$ cat src/rtl/spi_cmd_fifo_reader.sv
// Pops 41-bit command words from a FIFO and plays each one out as a mode-0 SPI
// frame; for read commands the last 32 MISO bits are returned on resp_data.
module spi_cmd_fifo_reader #(
    parameter int DATA_WIDTH = 41,
    parameter int CLK_DIV    = 4
) (
    input  logic                  rd_clk,
    input  logic                  rd_rst_n,
    input  logic                  fifo_empty,
    input  logic [DATA_WIDTH-1:0] fifo_rd_data,
    output logic                  fifo_rd_en,
    output logic                  sclk,
    output logic                  cs_n,
    output logic                  mosi,
    input  logic                  miso,
    output logic                  resp_valid,
    output logic [31:0]           resp_data,
    output logic                  busy
);

    typedef enum logic [2:0] {
        S_IDLE,
        S_FETCH,
        S_LOAD,
        S_SHIFT,
        S_HOLD
    } state_t;

    localparam logic [7:0] DIV_LAST = 8'(CLK_DIV - 1);
    localparam logic [5:0] NBITS    = 6'(DATA_WIDTH);

    state_t                state_q, state_d;
    logic [7:0]            div_q, div_d;
    logic [5:0]            bit_q, bit_d;
    logic [DATA_WIDTH-1:0] sh_q, sh_d;
    logic [31:0]           rx_q, rx_d;
    logic                  wr_q, wr_d;
    logic                  sclk_q, sclk_d;
    logic                  cs_n_q, cs_n_d;
    logic                  rv_q, rv_d;
    logic [31:0]           rdata_q, rdata_d;
    logic                  pop;

    always_ff @(posedge rd_clk or negedge rd_rst_n) begin
        if (!rd_rst_n) begin
            state_q <= S_IDLE;
            div_q   <= '0;
            bit_q   <= '0;
            sh_q    <= '0;
            rx_q    <= '0;
            wr_q    <= 1'b0;
            sclk_q  <= 1'b0;
            cs_n_q  <= 1'b1;
            rv_q    <= 1'b0;
            rdata_q <= '0;
        end else begin
            state_q <= state_d;
            div_q   <= div_d;
            bit_q   <= bit_d;
            sh_q    <= sh_d;
            rx_q    <= rx_d;
            wr_q    <= wr_d;
            sclk_q  <= sclk_d;
            cs_n_q  <= cs_n_d;
            rv_q    <= rv_d;
            rdata_q <= rdata_d;
        end
    end

    always_comb begin
        state_d = state_q;
        div_d   = div_q;
        bit_d   = bit_q;
        sh_d    = sh_q;
        rx_d    = rx_q;
        wr_d    = wr_q;
        sclk_d  = sclk_q;
        cs_n_d  = cs_n_q;
        rv_d    = 1'b0;
        rdata_d = rdata_q;
        pop     = 1'b0;
        case (state_q)
            S_IDLE: begin
                if (!fifo_empty) begin
                    pop     = 1'b1;
                    state_d = S_FETCH;
                end
            end
            // Read data is valid during FETCH, so the word is captured as LOAD is
            // entered; LOAD then counts as the first divider cycle of bit 40.
            S_FETCH: begin
                state_d = S_LOAD;
                sh_d    = fifo_rd_data;
                wr_d    = fifo_rd_data[DATA_WIDTH-1];
                cs_n_d  = 1'b0;
                div_d   = '0;
                bit_d   = '0;
                rx_d    = '0;
            end
            S_LOAD, S_SHIFT: begin
                state_d = S_SHIFT;
                if (div_q == DIV_LAST) begin
                    div_d = '0;
                    if (!sclk_q) begin
                        sclk_d = 1'b1;
                        rx_d   = {rx_q[30:0], miso};
                        bit_d  = bit_q + 6'd1;
                    end else begin
                        sclk_d = 1'b0;
                        if (bit_q == NBITS) begin
                            state_d = S_HOLD;
                            cs_n_d  = 1'b1;
                            sh_d    = '0;
                            if (!wr_q) begin
                                rv_d    = 1'b1;
                                rdata_d = rx_q;
                            end
                        end else begin
                            sh_d = sh_q << 1;
                        end
                    end
                end else begin
                    div_d = div_q + 8'd1;
                end
            end
            S_HOLD: begin
                if (div_q == DIV_LAST) begin
                    state_d = S_IDLE;
                    div_d   = '0;
                end else begin
                    div_d = div_q + 8'd1;
                end
            end
            default: state_d = S_IDLE;
        endcase
    end

    // Gated by reset so no pop can reach the FIFO while the block is held in reset.
    assign fifo_rd_en = pop & rd_rst_n;
    assign sclk       = sclk_q;
    assign cs_n       = cs_n_q;
    assign mosi       = sh_q[DATA_WIDTH-1];
    assign resp_valid = rv_q;
    assign resp_data  = rdata_q;
    assign busy       = (state_q != S_IDLE);

endmodule

$ cat config.mk
export PLATFORM = sky130hd
export DESIGN_NAME = spi_cmd_fifo_reader
export DESIGN_NICKNAME = d
export VERILOG_FILES = /design/src/rtl/spi_cmd_fifo_reader.sv
export SDC_FILE = /design/constraint.sdc
export NUM_CORES = 1
export LEC_CHECK = 0
export ABC_AREA = 0
export ABC_CLOCK_PERIOD_IN_PS = 3750
export BUFFER_PORTS_ARGS = -buffer_cell sky130_fd_sc_hd__buf_2
export CORE_MARGIN = 2
export CORE_UTILIZATION = 44
export DETAILED_ROUTE_END_ITERATION = 7
export HOLD_SLACK_MARGIN = 0.05
export PLACE_DENSITY = 0.74
export REMOVE_ABC_BUFFERS = 1
export SYNTH_ARGS = -nofsm -noshare
export SYNTH_HDL_FRONTEND = slang
export SYNTH_SLANG_ARGS = --single-unit
$ cat constraint.sdc
create_clock -name rd_clk -period 3.75 [get_ports rd_clk]
set_clock_uncertainty 0.1 [all_clocks]
set_input_delay 0.375 -clock rd_clk [delete_from_list [all_inputs] [get_ports rd_clk]]
set_output_delay 0.375 -clock rd_clk [all_outputs]
set_load 0.05 [all_outputs]
==> run summary <==
Num ports = 83
CTS Root Cell = clkbuf_16
Area leader, netlist = dfrtp_1
Cell variety after synth = 43
First-pass GRT wire length = 19100 µm
Clock slew at the register clock pins of the worst setup and hold paths = 0.06 ns
Slowest stage delay, CP = 0.52 ns
Chip Width = 116 µm
Top FF cell, synth = dfrtp_1
Crit end category = register
Detail Route Antenna Nets = 0
Critical-path cell list = ha_1 -> or4b_4 -> or3_1 -> nor3_4 -> buf_4 -> mux2_2
# diodes = 0
Max cap viols = 0
Share of layout cells above drive strength 1 = 37.3%
Deepest clock path buffer count = 2
Peak Freq = 337 MHz
Post-CTS Setup Bufs = 0
Synth Cell Area = 0.00553 mm²
RD Place Congestion = 0.786
Yosys top cell area share = 56.5%
Largest net degree at the start of global routing = 63
Pwr/cell area = 477 mW/mm²
CTS HTree Levels = 4
Number of global-route vias before repair = 3840
Syn-to-layout area delta = 21.0%
Mapped Avg Cell Area = 11.9 µm²
Port buffer count = 82
EDFF count, synth = 0
Starting DRC count in detailed routing = 267
Tot GR Track Use = 18.4%
Initial antenna violation count = 0
Crit-path leading delay family = simple AND/OR/NAND/NOR gates
Total negative slack = 0 ns
Finish-stage setup viols = 0
Crit Path Category = reg2reg
Leading cell types by count after synthesis = 125 x dfrtp_1, 77 x nand2_1, 72 x mux2_2
Crit start category = register
Drt pass-1 iters = 4
WP buf/inv = 1
Register bit total from synthesis = 126
RSZ-0062 raised after global routing = false
TritonCTS Buffers = 17
Worst Max-Slew Pin Slew = 1.05 ns
Synth warnings = 0
CP Max Fanout = 32
Overflow after GRT = 0
Worst vdd ir = 432 µV
Hold WC Path Type = in2reg
Synth area leaders = dfrtp_1 57%, mux2_2 15%, a22o_1 6.8%
Die Y = 116 µm
Pwr Total = 3.19 mW
HPWL Detailed = 7130 µm
Routed WL per cell = 15.6 µm
Leakage power = 3.27 nW
Fin. max-slew vios = 0
FFs w/ async S/R, synth = 100%
Worst Path Arrival = 3.16 ns
Relative slew slack = 30.0%
Post-DR vias/cell = 5.32
Clock Sinks = 126
TritonCTS clock tree = done
Vias post-DR = 3849
Cell with the most instances after synthesis = dfrtp_1
Initial Util = 45.5%
Synth Instances = 464
# DRC = 0
Hold violation count in the final report = 0
Fin nets = 590
Post-CTS sizing = 0
Critical Path RT = 3.94 ns
CP max-delay cell = or4b_4
Clock latency on the worst-skew pair = 0.42 ns
Sequential element share of the synthesized area = 57.0%
Area of the core = 0.0122 mm²
Final Critical Period = 2.97 ns
Status = complete, no violations
Total Routed Length = 11300 µm
Die area = 0.0135 mm²
Final worst-path cycle share = 79.1%
Rows = 40
[layer usage]
layer | vias up | routed length, µm | global-route usage [%]
li1 | 1836 | - | -
met1 | 1897 | 4930 | 23.2
met2 | 97 | 5560 | 28.8
met3 | 19 | 589 | 7.16
met4 | 0 | 224 | 7.38
met5 | - | 0 | 0
[logic make-up (layout without fill, tap and decap cells)]
kind of cell / Yosys count / count (layout) / share of synthesized area (%)
xor gates and xnor gates: 4 / 4 / 0.633
muxes: 73 / 73 / 14.8
DFF: 126 / 126 / 57.0
adders and majority gates: 3 / 3 / 0.678
and+or+nand+nor: 120 / 120 / 10.4
AOI/OAI and AO/OA: 103 / 103 / 12.8
buffers and inverters: 35 / 126 / 3.64
[state kept, by name, indices dropped and copies added (netlist names)]
name / count
state_q: 3
sclk: 1
resp_data: 32
resp_valid: 1
cs_n: 1
wr_q: 1
bit_q: 6
sh_q: 41
rx_q: 32
div_q: 8
[per-stage QoR]
stage / std cells / cell area (µm²) / hold slack [ns] / setup slack [ns] / util (%)
2_1_floorplan: 432 / 5340 / -0.0206 / -2.48 / -
3_3_place_gp: 690 / 6060 / 0.200 / 0.867 / 49.8
3_5_place_dp: 690 / 6060 / 0.217 / 0.764 / 49.8
4_1_cts: 723 / 6690 / 0.0769 / 0.784 / 55.0
5_1_grt: 723 / 6690 / 0.0780 / 0.603 / 55.0
6_report: 723 / 6690 / 0.0875 / 0.783 / 55.0
[final cells by class]
type | count | area [µm²]
well taps | 168 | 210
fillers | 1035 | 5470
clock inverters | 12 | 159
repair buffers | 91 | 483
multi-input cells | 303 | 2210
inverters | 3 | 11.3
clock buffers | 20 | 467
flip-flops and latches | 126 | 3150
[cell usage in the layout, fill, tap and decap left out, drive strengths merged, types with 4 or more instances in the layout]
cell type    n
o21ai       39
clkbuf      20
inv          5
buf         90
nor2         7
nor3         5
a21oi        8
mux2        72
clkinv       5
xnor2        4
a22o        43
a31oi        5
dfrtp      125
nand2       77
nand3        5
or3          7
[path summary, 6_finish.rpt]
| kind | startpoint | endpoint | slack [ns] | cells after the start |
|---|---|---|---|---|
| worst max-delay path | div_q[0] | resp_data[31] | 0.78 | 6 |
| worst min-delay path | fifo_rd_data[40] | wr_q | 0.09 | 3 |
| worst max register to register | div_q[0] | resp_data[31] | 0.78 | 6 |
| worst min register to register | rx_q[2] | rx_q[3] | 0.40 | 2 |
| max in group asynchronous | rd_rst_n | rx_q[17] | 2.13 | 3 |
| min in group asynchronous | rd_rst_n | sh_q[19] | 0.32 | 2 |
[worst reg2reg max path: stages (launching register included)]
cell and delay [ns]:
dfrtp_1 0.43, ha_1 0.31, or4b_4 0.52, or3_1 0.48
nor3_4 0.19, buf_4 0.40, mux2_2 0.42
[timing repair]
| item | 4_1_cts | 5_1_grt |
|---|---|---|
| hold buffers | 1 | 0 |
| endpoints found under the setup margin | 0 | 0 |
| hold endpoints to repair | 24 | 0 |
[power breakdown]
part / internal, mW / total, mW / switching [mW]
sequential: 1.38 / 1.40 / 0.0131
clock: 1.10 / 1.70 / 0.602
combinational: 0.0471 / 0.0939 / 0.0468
total: 2.53 / 3.19 / 0.662
Note: power is estimated with default switching activity, not from simulation.
